<file path="config.mk">
export PLATFORM = sky130hd
export DESIGN_NAME = mem_access_stage
export DESIGN_NICKNAME = d
export VERILOG_FILES = /design/src/rtl/mem_access_stage.sv
export SDC_FILE = /design/constraint.sdc
export NUM_CORES = 1
export LEC_CHECK = 0
export CORE_MARGIN = 2
export CORE_UTILIZATION = 37
export CTS_CLUSTER_DIAMETER = 150
export CTS_CLUSTER_SIZE = 8
export DETAILED_ROUTE_END_ITERATION = 8
export GPL_ROUTABILITY_DRIVEN = 0
export PLACE_DENSITY = 0.85
export SYNTH_ARGS = -nofsm -noshare
export SYNTH_HDL_FRONTEND = slang
export SYNTH_SLANG_ARGS = --single-unit
</file>
<file path="constraint.sdc">
create_clock -name clk -period 4 [get_ports clk]
set_clock_uncertainty 0.15 [all_clocks]
set_input_delay 0.8 -clock clk [delete_from_list [all_inputs] [get_ports clk]]
set_output_delay 0.8 -clock clk [all_outputs]
set_load 0.01 [all_outputs]
</file>
<file path="src/rtl/mem_access_stage.sv">
`default_nettype none
// ============================================================================
// Module      : mem_access_stage
// Description : MEM stage of the 5-stage pipeline. Issues loads/stores on a
//               valid/ready data-memory bus, aligns and extends load data and
//               registers the MEM/WB flow. Holds upstream via mem_stall while
//               a bus transaction is outstanding.
//               Optional feature macro: MEM_MISALIGN_TRAP_EN (misaligned
//               H/W accesses are flagged instead of issued).
// Revision    : 1.0 - initial release
// ============================================================================
module mem_access_stage #(
    parameter int XLEN = 32
) (
    input  logic            clk,
    input  logic            reset,
    input  logic            in_valid,
    input  logic            in_is_load,
    input  logic            in_is_store,
    input  logic [2:0]      in_funct3,
    input  logic [XLEN-1:0] in_alu_result,
    input  logic [XLEN-1:0] in_store_data,
    input  logic [4:0]      in_rd,
    input  logic            in_reg_write,
    output logic            mem_stall,
    output logic            dmem_req_valid,
    input  logic            dmem_req_ready,
    output logic            dmem_req_we,
    output logic [XLEN-1:0] dmem_req_addr,
    output logic [XLEN-1:0] dmem_req_wdata,
    output logic [3:0]      dmem_req_be,
    input  logic            dmem_rsp_valid,
    input  logic [XLEN-1:0] dmem_rsp_rdata,
    output logic            out_valid,
    output logic            out_reg_write,
    output logic            out_misalign,
    output logic [4:0]      out_rd,
    output logic [XLEN-1:0] out_wb_data
);

    typedef enum logic [1:0] {
        ST_IDLE = 2'd0,
        ST_REQ  = 2'd1,
        ST_RESP = 2'd2
    } state_t;

    localparam logic [1:0] c_SZ_B = 2'b00;
    localparam logic [1:0] c_SZ_H = 2'b01;

    state_t            r_state;
    state_t            w_state_next;
    logic              w_is_b;
    logic              w_is_h;
    logic              w_is_mem;
    logic              w_trap;
    logic              w_go;
    logic              w_complete;
    logic              w_load_done;
    logic              w_req_valid;
    logic [1:0]        w_addr_lo;
    logic [1:0]        w_lane_off;
    logic [7:0]        w_rsp_byte;
    logic [15:0]       w_rsp_half;
    logic [XLEN-1:0]   w_load_data;
    logic [XLEN-1:0]   w_wdata;
    logic [3:0]        w_be;

    logic              r_out_valid;
    logic              r_out_reg_write;
    logic              r_out_misalign;
    logic [4:0]        r_out_rd;
    logic [XLEN-1:0]   r_out_wb_data;

    // Size 2'b11 is not a legal encoding; it falls through to word handling.
    assign w_is_b    = (in_funct3[1:0] == c_SZ_B);
    assign w_is_h    = (in_funct3[1:0] == c_SZ_H);
    assign w_addr_lo = in_alu_result[1:0];
    assign w_is_mem  = in_valid & (in_is_load | in_is_store);

`ifdef MEM_MISALIGN_TRAP_EN
    logic w_misaligned;
    assign w_misaligned = (w_is_h & w_addr_lo[0]) |
                          (~w_is_b & ~w_is_h & (w_addr_lo != 2'b00));
    assign w_trap       = w_is_mem & w_misaligned;
`else
    // Without trapping, misaligned low bits are simply dropped in lane_off.
    assign w_trap = 1'b0;
`endif

    assign w_go = w_is_mem & ~w_trap;

    // Byte lane of the access: halves round down to an even lane, words to 0.
    assign w_lane_off = w_is_b ? w_addr_lo :
                        w_is_h ? {w_addr_lo[1], 1'b0} : 2'b00;

    // Store lane steering: replicate narrow data across the word, enable lanes.
    always_comb begin
        w_wdata = in_store_data;
        w_be    = 4'b1111;
        if (w_is_b) begin
            w_wdata = {4{in_store_data[7:0]}};
            w_be    = 4'b0001 << w_lane_off;
        end else if (w_is_h) begin
            w_wdata = {2{in_store_data[15:0]}};
            w_be    = 4'b0011 << w_lane_off;
        end
    end

    assign dmem_req_valid = w_req_valid;
    assign dmem_req_we    = in_is_store;
    assign dmem_req_addr  = {in_alu_result[XLEN-1:2], 2'b00};
    assign dmem_req_wdata = w_wdata;
    assign dmem_req_be    = w_be;

    // Pick the addressed byte out of the returned word.
    always_comb begin
        w_rsp_byte = dmem_rsp_rdata[7:0];
        case (w_lane_off)
            2'd1:    w_rsp_byte = dmem_rsp_rdata[15:8];
            2'd2:    w_rsp_byte = dmem_rsp_rdata[23:16];
            2'd3:    w_rsp_byte = dmem_rsp_rdata[31:24];
            default: w_rsp_byte = dmem_rsp_rdata[7:0];
        endcase
    end

    assign w_rsp_half = w_lane_off[1] ? dmem_rsp_rdata[31:16] : dmem_rsp_rdata[15:0];

    // Sign- or zero-extend the selected load lane; funct3[2] marks unsigned.
    always_comb begin
        w_load_data = dmem_rsp_rdata;
        if (w_is_b) begin
            w_load_data = {{24{~in_funct3[2] & w_rsp_byte[7]}}, w_rsp_byte};
        end else if (w_is_h) begin
            w_load_data = {{16{~in_funct3[2] & w_rsp_half[15]}}, w_rsp_half};
        end
    end

    // Bus FSM state register.
    always_ff @(posedge clk or posedge reset) begin
        if (reset) begin
            r_state <= ST_IDLE;
        end else begin
            r_state <= w_state_next;
        end
    end

    // Next state, request valid and completion; stall whenever not completing.
    always_comb begin
        w_state_next = r_state;
        w_req_valid  = 1'b0;
        w_complete   = 1'b0;
        w_load_done  = 1'b0;
        case (r_state)
            ST_IDLE: begin
                if (w_go) begin
                    w_req_valid = 1'b1;
                    if (dmem_req_ready) begin
                        w_state_next = in_is_load ? ST_RESP : ST_IDLE;
                        w_complete   = ~in_is_load;
                    end else begin
                        w_state_next = ST_REQ;
                    end
                end else begin
                    w_complete = 1'b1;
                end
            end
            ST_REQ: begin
                w_req_valid = 1'b1;
                if (dmem_req_ready) begin
                    w_state_next = in_is_load ? ST_RESP : ST_IDLE;
                    w_complete   = ~in_is_load;
                end
            end
            ST_RESP: begin
                if (dmem_rsp_valid) begin
                    w_state_next = ST_IDLE;
                    w_complete   = 1'b1;
                    w_load_done  = 1'b1;
                end
            end
            default: begin
                w_state_next = ST_IDLE;
            end
        endcase
    end

    assign mem_stall = ~w_complete;

    // MEM/WB register: capture the finished instruction, otherwise a bubble.
    always_ff @(posedge clk or posedge reset) begin
        if (reset) begin
            r_out_valid     <= 1'b0;
            r_out_reg_write <= 1'b0;
            r_out_misalign  <= 1'b0;
            r_out_rd        <= 5'd0;
            r_out_wb_data   <= '0;
        end else if (w_complete) begin
            r_out_valid     <= in_valid;
            r_out_reg_write <= in_valid & in_reg_write & ~in_is_store & ~w_trap;
            r_out_misalign  <= w_trap;
            r_out_rd        <= in_rd;
            r_out_wb_data   <= w_load_done ? w_load_data : in_alu_result;
        end else begin
            r_out_valid     <= 1'b0;
            r_out_reg_write <= 1'b0;
            r_out_misalign  <= 1'b0;
        end
    end

    assign out_valid     = r_out_valid;
    assign out_reg_write = r_out_reg_write;
    assign out_misalign  = r_out_misalign;
    assign out_rd        = r_out_rd;
    assign out_wb_data   = r_out_wb_data;

endmodule
`default_nettype wire

</file>
After elaboration in Yosys (flattened, before gate mapping)
Cells that the tools add are included.
- muxes and demuxes: 26
- reductions and logical operators: 3
- shift-type cells: 2
- eq/ne operators: 9
- bitwise gates (word level): 10
- operator list (kind ; number):
    2-to-1 mux 32 bit ; 5
    one-hot mux 8 bit (3 select lines) ; 1
    2-to-1 mux 16 bit ; 1
    2-to-1 mux 2 bit ; 7
    2-to-1 mux 4 bit ; 2
    2-to-1 mux 1 bit ; 7
    == test 2 x 1 -> 1 bit, second input constant ; 3
    == test 2 bit, second input constant ; 3
    != test 2 bit, second input constant ; 3
    one-hot mux 2 bit (3 select lines) ; 1
    AND 1 bit ; 5
    logical NOT 2 bit ; 2
    inverter 1 bit ; 4
    left shift 1 x 2 -> 4 bit, first input constant ; 1
    left shift 2 x 2 -> 4 bit, first input constant ; 1
    one-hot mux 1 bit (3 select lines) ; 1
    AND reduction 3 bit ; 1
    one-hot mux 1 bit (2 select lines) ; 1
    bitwise OR 1 bit ; 1
- word-level logic and storage cells: 55
- output and inout port bits: 111
- register bits after elaboration: 41

Longest topological paths before layout
Gate-level depths: netlist of run 1.
- depth in word-level cells: 8
- depth in mapped cells: 12
- depth with buffers taken out: 8

Worst setup path after synthesis of run 1
OpenSTA, ideal clock, no wires.
- path kind: in2out
- start point: in in_funct3[1]
- end point: out dmem_req_be[2]
- arrival: 2.553 ns
- buffers on the path: 3
- stages: 9
- setup slack: 0.497 ns
- required time: 3.050 ns
- cells stage by stage: clkbuf_1 > buf_1 > nor2_1 > and2_1 > inv_1 > ha_1 > clkbuf_1 > nor2b_1 > a211o_1
- cells in the longest elaborated chain, start to end: 6
- elaborated cells on any way between the ends: 8
- classes of those cells: 1 x eq/ne; 2 x shift; 4 x mux; 1 x reduce/logical
- ends and longest elaborated chain (item ; line ; text):
    from (decl) ; 20 ; input logic [2:0] in_funct3,
    == test 2 x 1 -> 1 bit ; 76 ; assign w_is_h = (in_funct3[1:0] == c_SZ_H);
    2-to-1 mux 2 bit ; 94 ; w_is_h ? {w_addr_lo[1], 1'b0} : 2'b00;
    2-to-1 mux 2 bit ; 93 ; assign w_lane_off = w_is_b ? w_addr_lo :
    left shift 2 x 2 -> 4 bit ; 105 ; w_be = 4'b0011 << w_lane_off;
    2-to-1 mux 4 bit ; 103 ; end else if (w_is_h) begin
    2-to-1 mux 4 bit * ; 100 ; if (w_is_b) begin
    to (decl) ; 31 ; output logic [3:0] dmem_req_be,
Every way passes the cells marked *; elsewhere a longest branch is shown, timed or not.

Worst setup path in the final report of run 1
- start point: in in_alu_result[1]
- end point: out dmem_req_be[0]
- cells in the longest elaborated chain, start to end: 5
- elaborated cells on any way between the ends: 6
- classes of those cells: 2 x shift; 4 x mux
- ends and longest elaborated chain (item ; line ; text):
    from (decl) ; 21 ; input logic [XLEN-1:0] in_alu_result,
    2-to-1 mux 2 bit ; 94 ;
    2-to-1 mux 2 bit * ; 93 ;
    left shift 2 x 2 -> 4 bit ; 105 ;
    2-to-1 mux 4 bit ; 103 ;
    2-to-1 mux 4 bit * ; 100 ;
Marks and branches as above.

==> results_dict.tcl, run 1 <==
set metrics [dict create \
    critPathLaunch "in_alu_result[1]" \
    dp_hpwl_um 10100 \
    core_mm2 0.00911 \
    final_max_slew_viol_count 0 \
    yosysTopAreaCellShare 0.301 \
    via_per_inst 5.75 \
    hold_class "reg2reg" \
    rsz0062_at_grt "no" \
    grt.total_usage 0.252 \
    rows 35 \
    synth.avg_cell_area_um2 8.62 \
    status "finished, final reports clean" \
    worst_pin_slew_ns 1.26 \
    area_delta_synth_final_pct 61.2 \
    fin_nets 679 \
    cts_made_buffers 5 \
    pwr_density_cell_mw_per_mm2 295 \
    hold_path_startpoint "out_wb_data[11]" \
    antenna_found_initial 0 \
    cp_cell_sequence "clkdlybuf4s50_1, nor2b_1, inv_2, ha_1, or2_2, clkdlybuf4s50_1" \
    path_class "in2out" \
    holdBufCountCts 0 \
    fin_cells 675 \
    vias 3878 \
    min_path_cells 1 \
    yosys_warnings 0 \
    post_cts_buffers 0 \
    critical_path_depth 6 \
    htreeDepth 2 \
    ios 223 \
    endpoint_kind "output pin" \
    ir_drop_uv 189 \
    dieArea_mm2 0.0100 \
    grt_max_degree 42 \
    design_area_mm2 0.00550 \
    final.min_clock_period_ns 3.79 \
    grt_pass1_vias 3910 \
    final_common_cell "clkdlybuf4s50_1" \
    die_h_um 100 \
    clk_latency_ns 0.29 \
    clk_pin_slew_worst_paths_ns 0.08 \
    cts-root-buf "clkbuf_8" \
    relSlewSlack 0.160 \
    cp.arrival_ns 2.84 \
    detail-route-antenna-nets 0 \
    r2r_start "r_state[1]" \
    cp_top_family "buffers and inverters" \
    clockBufferDepth 2 \
    cp.required_ns 3.05 \
    reg2reg_depth 5 \
    die_w_um 100 \
    whs_endpoint "out_wb_data[11]" \
    yosys.area.top_type "dfrtp_1" \
    ys_seq_area_frac 0.301 \
    fin_crit_sh 0.948 \
    r2r-end "out_wb_data[3]" \
    hold_viol 0 \
    critical_path.max_fanout 10 \
    final_cell_mix "clkdlybuf4s50_1, nand2_1, dfrtp_1, a31oi_1, o2bb2ai_1" \
    syn_inst 396 \
    holdWs_ns 0.349 \
    drc 0 \
    cpMostUsedCell "clkdlybuf4s50_1" \
    slowest_stage "clkdlybuf4s50_1" \
    drive_above_1_share 0.0975 \
    diodes 0 \
    crit_path_start_kind "input port" \
    dp.cells 667 \
    synth.distinct_cells 41 \
    clock_sinks 41 \
    nFillCells 786 \
    maxCapViolCount 0 \
    routed_wl_um 13200 \
    r2r_setup_slack_ns 1.98 \
    drt_first_pass_iters 5 \
    synthTopCellsByArea "dfrtp_1, buf_4, mux2_2" \
    finalSetupTns_ns 0 \
    cts_tree "done" \
    final-setup-viol-count 0 \
    grt_pass1_wl_um 20100 \
    leakagePower_nw 2.12 \
    yosys_register_bits 41 \
    final_util 0.604 \
    port-buffer-count 219 \
    overflow 0 \
    cts_resized 0 \
    wl_per_cell_um 19.6 \
    drt_iter0_markers 206 \
    max_stage_delay_ns 0.51 \
    worst-path-buf-inv 3 \
    synthesis.area_mm2 0.00341 \
    initial_core_util 0.375 \
    postPlaceCellArea_mm2 0.00542 \
    fmax_ghz 0.264 \
]
report_power, final:
part | leakage [nW] | internal [mW] | total [mW] | switching, mW
clock | 0.0450 | 0.121 | 0.273 | 0.152
sequential | 0.491 | 0.505 | 0.561 | 0.0562
combinational | 1.58 | 0.450 | 0.791 | 0.341
per-stage QoR:
step	setup slack, ns	power (mW)
after global placement	0.187	1.34
after CTS	0.213	1.63
after detailed placement	-0.0176	1.35
final	0.210	1.62
after floorplan	0.497	0.901
after global routing	0.0346	1.70
flip-flops by register name, indices dropped and copies added (netlist names):
register / count
out_rd: 5
out_reg_write: 1
r_state: 2
out_wb_data: 32
out_valid: 1
how the worst max path moves through the flow:
stage / to
after global routing: out_wb_data[22]
final: dmem_req_be[0]
after floorplan: dmem_req_be[2]
after global placement: out_wb_data[22]
after detailed placement: out_wb_data[22]
after CTS: dmem_req_be[0]
layer usage:
layer  vias up  share of wire  GRT usage  wire length [um]
li1       1770              -          -                 -
met1      1862           0.41      0.317              5390
met2       223           0.50      0.441              6570
met3        23          0.077     0.0474              1020
met4         0          0.019     0.0738               254
met5         -              0          0                 0
logic make-up (layout without fill, tap and decap cells):
family                     after synthesis  after routing  synth area share
muxes                                   30             30            0.0957
and+or+nand+nor                         90             90             0.128
adders and majority gates                4              4            0.0147
DFF                                     41             41             0.301
buffers and inverters                   93            259             0.159
AOI/OAI and AO/OA                      137            137             0.301
other                                    1              3           0.00110
synth_stat cells (all sizes together):
| cell | instances |
|---|---|
| a2111oi | 17 |
| a211o | 10 |
| a21oi | 17 |
| a22oi | 8 |
| a31oi | 32 |
| a32oi | 8 |
| and2 | 1 |
| and3b | 1 |
| buf | 55 |
| clkbuf | 25 |
| clkinv | 1 |
| conb | 1 |
| dfrtp | 41 |
| ha | 4 |
| inv | 12 |
| mux2 | 21 |
| mux2i | 9 |
| nand2 | 41 |
| nand3b | 9 |
| nor2 | 12 |
| nor2b | 13 |
| nor3 | 9 |
| nor4 | 1 |
| nor4bb | 1 |
| o2111ai | 1 |
| o211ai | 1 |
| o21a | 1 |
| o21ai | 8 |
| o21bai | 1 |
| o22ai | 1 |
| o2bb2ai | 24 |
| o311ai | 7 |
| o31ai | 1 |
| or2 | 2 |
area by class of cell:
| class | count | area (um^2) | area share |
|---|---|---|---|
| well taps | 111 | 139 | 0.0252 |
| clock inverters | 2 | 10.0 | 0.00182 |
| inverters | 13 | 48.8 | 0.00887 |
| clock buffers | 6 | 72.6 | 0.0132 |
| multi-input cells | 264 | 1880 | 0.341 |
| flip-flops and latches | 41 | 1030 | 0.186 |
| repair buffers | 238 | 2330 | 0.423 |
No activity file was read; power rests on OpenSTA's default activity.
==> run 2: changes to the inputs <==
--- a/config.mk
+++ b/config.mk
@@ -11,6 +11,7 @@
 export CTS_CLUSTER_SIZE = 8
 export DETAILED_ROUTE_END_ITERATION = 8
 export GPL_ROUTABILITY_DRIVEN = 0
+export GPL_TIMING_DRIVEN = 0
 export PLACE_DENSITY = 0.85
 export SYNTH_ARGS = -nofsm -noshare
 export SYNTH_HDL_FRONTEND = slang
==> results_dict.tcl, run 2 (synthesized netlist as in run 1, its figures left out) <==
set metrics [dict create \
    fin_nets 736 \
    postPlaceCellArea_mm2 0.00574 \
    hold_path_startpoint "out_wb_data[9]" \
    maxCapViolCount 0 \
    drt_iter0_markers 271 \
    final.min_clock_period_ns 3.89 \
    min_path_cells 1 \
    clk_latency_ns 0.29 \
    antenna_found_initial 0 \
    fin_crit_sh 0.973 \
    detail-route-antenna-nets 0 \
    critical_path.max_fanout 10 \
    status "finished, final reports clean" \
    grt_max_degree 42 \
    die_h_um 100 \
    crit_path_start_kind "input port" \
    cp_cell_sequence "clkdlybuf4s50_1, clkbuf_4, buf_6, nor2_4, and2_4, ha_2, a211o_1, clkdlybuf4s50_1" \
    switching_share 0.334 \
    port-buffer-count 218 \
    rows 35 \
    r2r_setup_slack_ns 1.86 \
    ir_drop_uv 172 \
    cpMostUsedCell "clkdlybuf4s50_1" \
    routed_wl_um 13600 \
    endpoint_kind "output pin" \
    dp.cells 727 \
    final_cell_mix "clkdlybuf4s50_1, buf_4, nand2_1, dfrtp_1, a31oi_1" \
    holdWs_ns 0.346 \
    dieArea_mm2 0.0100 \
    cp.required_ns 3.05 \
    drt_first_pass_iters 6 \
    grt_pass1_wl_um 20600 \
    core_mm2 0.00911 \
    largest_reg_flops 32 \
    vias 4112 \
    fmax_ghz 0.257 \
    clk_pin_slew_worst_paths_ns 0.08 \
    area_delta_synth_final_pct 71.9 \
    path_class "in2out" \
    overflow 0 \
    max_stage_delay_ns 0.50 \
    grt.total_usage 0.256 \
    worst_pin_slew_ns 0.854 \
    pwr-share-comb 0.499 \
    final_common_cell "clkdlybuf4s50_1" \
    leakagePower_nw 2.31 \
    clock_sinks 41 \
    hold_viol 0 \
    hold_class "reg2reg" \
    fin_cells 732 \
    p_sw_uw 556 \
    initial_core_util 0.375 \
    via_per_inst 5.62 \
    design_area_mm2 0.00587 \
    cts-root-buf "clkbuf_8" \
    rsz0062_at_grt "no" \
    clockBufferDepth 2 \
    clkPwrFrac 0.165 \
    pwr_density_cell_mw_per_mm2 283 \
    final_max_slew_viol_count 0 \
    drive_above_1_share 0.155 \
    cp.arrival_ns 2.94 \
    holdBufCountCts 0 \
    wl_per_cell_um 18.6 \
    ios 223 \
    die_w_um 100 \
    finalSetupTns_ns 0 \
    whs_endpoint "out_wb_data[9]" \
    dp_hpwl_um 10900 \
    cts_tree "done" \
    final-setup-viol-count 0 \
    reg2reg_depth 4 \
    slowest_stage "clkdlybuf4s50_1" \
    grt_pass1_vias 4051 \
    htreeDepth 2 \
    fin_total_pwr_mw 1.66 \
    pwr-share-seq 0.336 \
    r2r-end "out_wb_data[30]" \
    p_int_mw 1.11 \
    diodes 0 \
    r2r_start "r_state[0]" \
    drc 0 \
    cts_made_buffers 5 \
    relSlewSlack 0.430 \
]
[run 2: cell count changes in the layout (fill, tap and decap cells not counted), moves of 3 or more]
cell,before,now
ha_2,0,4
dlygate4sd2_1,0,3
clkdlybuf4s50_1,218,215
buf_6,0,5
ha_1,4,0
buf_4,19,44
clkbuf_1,1,20
clkbuf_4,0,3
[run 2: final cells by class]
| cell class | count | area, um^2 |
|---|---|---|
| fill | 764 | 3240 |
| timing repair buffer | 220 | 2190 |
| multi-input combinational | 264 | 1880 |
| sequential | 41 | 1030 |
| buffer | 75 | 494 |
| tap | 111 | 139 |
| clock buffer | 7 | 76.3 |
| inverter | 13 | 48.8 |
| clock inverter | 1 | 7.51 |
[run 2: worst max path at each step]
stage                endpoint          from
6_report       dmem_req_be[1]  in_funct3[1]
2_1_floorplan  dmem_req_be[2]  in_funct3[1]
4_1_cts        dmem_req_be[1]  in_funct3[1]
3_3_place_gp   dmem_req_be[0]  in_funct3[1]
5_1_grt        dmem_req_be[3]  in_funct3[1]
3_5_place_dp   dmem_req_be[0]  in_funct3[1]
[run 2: power by group through the flow]
stage	Clock, mW	Sequential [mW]	Combinational (mW)
final	0.274	0.559	0.830
after global routing	0.294	0.569	0.883
after CTS	0.277	0.558	0.825
after detailed placement	0	0.563	0.819
after global placement	0	0.560	0.801
after floorplan	0	0.600	0.300
[run 2: timing repair]
item,CTS,global route
setup endpoints to repair,58,4
gates cloned,0,0
pin swaps,1,1
buffers inserted,1,1
gates resized for setup,17,4
[run 2: through the flow]
| step | utilization | setup slack (ns) |
|---|---|---|
| 6_report | 0.644 | 0.106 |
| 2_1_floorplan | - | 0.497 |
| 3_3_place_gp | 0.630 | -0.976 |
| 5_1_grt | 0.644 | 0.0146 |
| 4_1_cts | 0.642 | 0.00860 |
| 3_5_place_dp | 0.630 | -1.07 |
[run 2: worst max-delay path, delay by kind of cell]
family	cells	cell delay [ns]
buf+inv	4	1.36
compound gates	1	0.32
simple gates	2	0.23
fa+ha+maj	1	0.22
[run 2: routing by layer]
layer,share of wire,track usage,routed length (um)
met5,0,0,0
met1,0.37,0.293,5090
met3,0.093,0.0564,1260
met2,0.51,0.479,6940
met4,0.022,0.0706,301
==> run 3: changes to the inputs <==
--- a/config.mk
+++ b/config.mk
@@ -13,6 +13,7 @@
 export GPL_ROUTABILITY_DRIVEN = 0
 export GPL_TIMING_DRIVEN = 0
 export PLACE_DENSITY = 0.85
+export SETUP_SLACK_MARGIN = 0.1
 export SYNTH_ARGS = -nofsm -noshare
 export SYNTH_HDL_FRONTEND = slang
 export SYNTH_SLANG_ARGS = --single-unit
==> results_dict.tcl, run 3 (synthesized netlist as in run 1, its figures left out) <==
set metrics [dict create \
    status "finished, final reports clean" \
    dp_hpwl_um 10900 \
    reg2reg_depth 4 \
    rows 35 \
    min_path_cells 1 \
    rsz0062_at_grt "yes" \
    clock_sinks 41 \
    cts-root-buf "clkbuf_8" \
    area_delta_synth_final_pct 72.9 \
    holdBufCountCts 0 \
    clk_pin_slew_worst_paths_ns 0.08 \
    dp.cells 727 \
    whs_endpoint "out_wb_data[9]" \
    fin_nets 741 \
    holdWs_ns 0.344 \
    initial_core_util 0.375 \
    hold_viol 0 \
    antenna_found_initial 0 \
    final_common_cell "clkdlybuf4s50_1" \
    nFillCells 760 \
    critical_path.max_fanout 10 \
    core_mm2 0.00911 \
    final_cell_mix "clkdlybuf4s50_1, buf_4, nand2_1, dfrtp_1, a31oi_1" \
    ir_drop_uv 173 \
    grt_max_degree 42 \
    clk_latency_ns 0.29 \
    fin_cells 737 \
    wl_per_cell_um 18.5 \
    routed_wl_um 13700 \
    final.min_clock_period_ns 3.83 \
    path_class "in2out" \
    hold_class "reg2reg" \
    grt_pass1_wl_um 20800 \
    die_h_um 100 \
    drt_first_pass_iters 6 \
    leakagePower_nw 2.35 \
    setup_ws_ns 0.171 \
    cts_made_buffers 5 \
    hold_path_startpoint "out_wb_data[9]" \
    grt.total_usage 0.259 \
    die_w_um 100 \
    r2r_setup_slack_ns 1.81 \
    largest_reg_flops 32 \
    final_max_slew_viol_count 0 \
    drt_iter0_markers 276 \
    maxCapViolCount 0 \
    diodes 0 \
    pwr_density_cell_mw_per_mm2 282 \
    design_area_mm2 0.00590 \
    drc 0 \
    worst_pin_slew_ns 0.845 \
    r2r-end "out_wb_data[30]" \
    overflow 0 \
    port-buffer-count 218 \
    finalSetupTns_ns 0 \
    crit_path_start_kind "input port" \
    dp_slack_ns -1.07 \
    grt_pass1_vias 4085 \
    via_per_inst 5.57 \
    fmax_ghz 0.261 \
    fin_crit_sh 0.957 \
    cts_tree "done" \
    vias 4103 \
    detail-route-antenna-nets 0 \
    htreeDepth 2 \
    cp.required_ns 3.05 \
    endpoint_kind "output pin" \
    final-setup-viol-count 0 \
    cp.arrival_ns 2.88 \
    r2r_start "r_state[0]" \
    drive_above_1_share 0.158 \
    postPlaceCellArea_mm2 0.00574 \
    relSlewSlack 0.436 \
    dieArea_mm2 0.0100 \
    ios 223 \
    clockBufferDepth 2 \
]
run 3: cell count changes in the layout (fill, tap and decap cells not counted), sizes merged:
cell and change:
buf +7, clkbuf -2, clkdlybuf4s15 +1, clkdlybuf4s50 -1, dlygate4sd2 -1, dlymetal6s2s +1
run 3: report_power, final:
part           total [mW]  internal (mW)  switching, mW
Clock               0.274          0.124          0.150
Sequential          0.559          0.504         0.0546
Combinational       0.833          0.481          0.352
Total                1.67           1.11          0.557
run 3: worst max path at each step:
stage | start | endpoint | slack [ns]
floorplan | in_funct3[1] | dmem_req_be[2] | 0.50
detailed placement | in_funct3[1] | dmem_req_be[0] | -1.07
CTS | in_is_load | mem_stall | 0.10
global placement | in_funct3[1] | dmem_req_be[0] | -0.98
global route | in_funct3[1] | dmem_req_wdata[24] | 0.09
finish | in_alu_result[1] | dmem_req_be[0] | 0.17
run 3: stage by stage:
stage | util | power (mW)
final | 0.648 | 1.67
after floorplan | - | 0.901
after detailed placement | 0.630 | 1.38
after global placement | 0.630 | 1.36
after CTS | 0.646 | 1.66
after global routing | 0.648 | 1.75
run 3: repair_timing:
item                       in CTS  in global routing
buffers inserted                1                  1
setup endpoints to repair      61                  7
pin swaps                       2                  1
hold endpoints to repair        0                  0
gates resized for setup        26                  9
run 3: metal layers:
| layer | global-route usage | routed length (um) |
|---|---|---|
| met5 | 0 | 0 |
| met4 | 0.0738 | 319 |
| met3 | 0.0592 | 1220 |
| met1 | 0.294 | 5070 |
| met2 | 0.484 | 7040 |
run 3: worst max-delay path, stage by stage:
cell and delay (ns):
clkdlybuf4s50_1 0.51, clkbuf_4 0.21, nor2b_2 0.22, inv_2 0.11
ha_2 0.25, buf_4 0.18, or2_2 0.29, dlygate4sd2_1 0.30
run 3: layout make-up:
type                            count  area [um^2]  area share
Timing Repair Buffer              220         2200       0.372
Multi-Input combinational cell    264         1880       0.318
Sequential cell                    41         1030       0.174
Buffer                             80          531      0.0899
Tap cell                          111          139      0.0235
Clock buffer                        7         76.3      0.0129
Inverter                           13         48.8     0.00827
Clock inverter                      1         7.51     0.00127
==> patch, RTL diff (settings of run 1) <==
The option `MEM_MISALIGN_TRAP_EN` is turned on by a define.
--- a/src/rtl/mem_access_stage.sv
+++ b/src/rtl/mem_access_stage.sv
@@ -11,2 +11,4 @@
 // ============================================================================
+`define MEM_MISALIGN_TRAP_EN
+
 module mem_access_stage #(
Function: changed (Yosys sat finds a counterexample within 4 cycles, from zero or initial values and one cycle with reset high).
==> patch against run 1 <==
Sequential cell count rose by 1. Setup slack better by 100 ps. Synthesized cell count rose by 9.6%. Cell area grew 4.5%. Power shrank 3.7%. Synthesized area grew 8.9%. Routed wire length shrank 1.3%. Critical endpoint is now dmem_req_wdata[13].
==> patch: results (changes against run 1) <==
Run status
  • Outcome: complete, no violations

GRT
  • Met1 Use GR: 0.258 (-0.0584)
  • GR Util met2: 0.407 (-0.0343)
  • Largest net degree at the start of global routing: 57 (+36%)
  • Initial antenna violation count: 1 (+1)
  • First-pass GRT wire length: 20100 um (-0.21%)
  • M3 GR Usage: 0.0702 (+0.0228)
  • GRT Total Usage: 0.230 (-0.0216)

STA
  • Worst Tran Pin Value: 907 ps (-353 ps)

Place
  • DPL Wire Length: 10200 um (+1.3%)
  • DP Area: 5650 sq um (+4.3%)
  • IO Port Bufs: 220 (+0.46%)
  • Dpl cells: 723 (+8.4%)

Detailed routing
  • DR vias/cell: 5.40 (-6.1%)
  • Post-DR wirelength/cell: 17.8 um (-9.0%)
  • M1 WL: 4920 um (-8.7%)
  • Met3 routed WL: 1270 um (+24%)
  • Routed length on met2: 6460 um (-1.7%)
  • Final wirelength: 13100 um (-1.3%)

Layout
  • Post-layout nets: 713 (+5.0%)
  • Layout cell share with drive strength beyond 1: 0.117 (+0.0195)
  • Fill count: 848 (+7.9%)

Logic synthesis
  • Sequential element share of the synthesized area: 0.283 (-0.0178)
  • Synthesized area per cell: 8.56 sq um (-0.66%)

Worst setup path
  • Critical path endpoint: dmem_req_wdata[13]
  • Crit path launch: in_funct3[0]
  • FF-to-FF setup slack: 1930 ps (-50 ps)
  • Reg2Reg Depth: 4 (-1)
  • Critical path peak fanout: 32 (+22)

Power
  • Leakage dissipation: 2.36 nW (+11%)
  • Worst vdd ir: 0.151 mV (-20%)
## patch: worst min-delay path by stage
stage | end | slack, ps | start | depth (start not counted)
final | out_wb_data[0] | 350 | out_wb_data[0] | 1
after global routing | out_wb_data[12] | 380 | out_wb_data[12] | 1
after CTS | out_wb_data[0] | 350 | out_wb_data[0] | 1
after detailed placement | out_wb_data[0] | 340 | out_wb_data[0] | 1
after global placement | out_wb_data[29] | 330 | out_wb_data[29] | 1
after floorplan | r_state[0] | 360 | r_state[1] | 1
## patch: final cells by class
class                      count  area (sq um)  area share
tap                          133           166      0.0289
inverter                      11          41.3     0.00718
sequential                    42          1050       0.183
antenna                        1          2.50    0.000435
multi-input combinational    305          2110       0.366
clock buffer                   6          82.6      0.0144
timing repair buffer         232          2290       0.398
clock inverter                 2          12.5     0.00218
## patch: logic make-up after synthesis
logic type / count (synthesis) / share of synthesized area
flip-flops: 42 / 0.283
adder cells (fa/ha/maj): 4 / 0.0135
buffers and inverters: 88 / 0.152
multiplexers: 53 / 0.159
AND/OR/NAND/NOR: 147 / 0.202
other: 1 / 0.00101
AO/OA/AOI/OAI: 99 / 0.190
## patch: worst max-delay path, cell delays in order
cell and delay (ps):
clkdlybuf4s50_1 490, buf_4 350, or2_1 360, nand2_1 100
nand2_1 80, clkdlybuf4s50_1 540
## patch: through the flow
stage,hold WS (ps),setup WS (ps)
floorplan,365,569
global placement,326,356
detailed placement,337,246
CTS,355,300
global route,381,150
finish,350,311
## patch: power by group through the flow
stage / sequential [W] / clock [W] / combinational (W)
final: 0.000536 / 0.000295 / 0.000733
after floorplan: 0.000574 / 0 / 0.000314
after global placement: 0.000540 / 0 / 0.000718
after detailed placement: 0.000544 / 0 / 0.000732
after CTS: 0.000536 / 0.000301 / 0.000735
after global routing: 0.000545 / 0.000318 / 0.000778
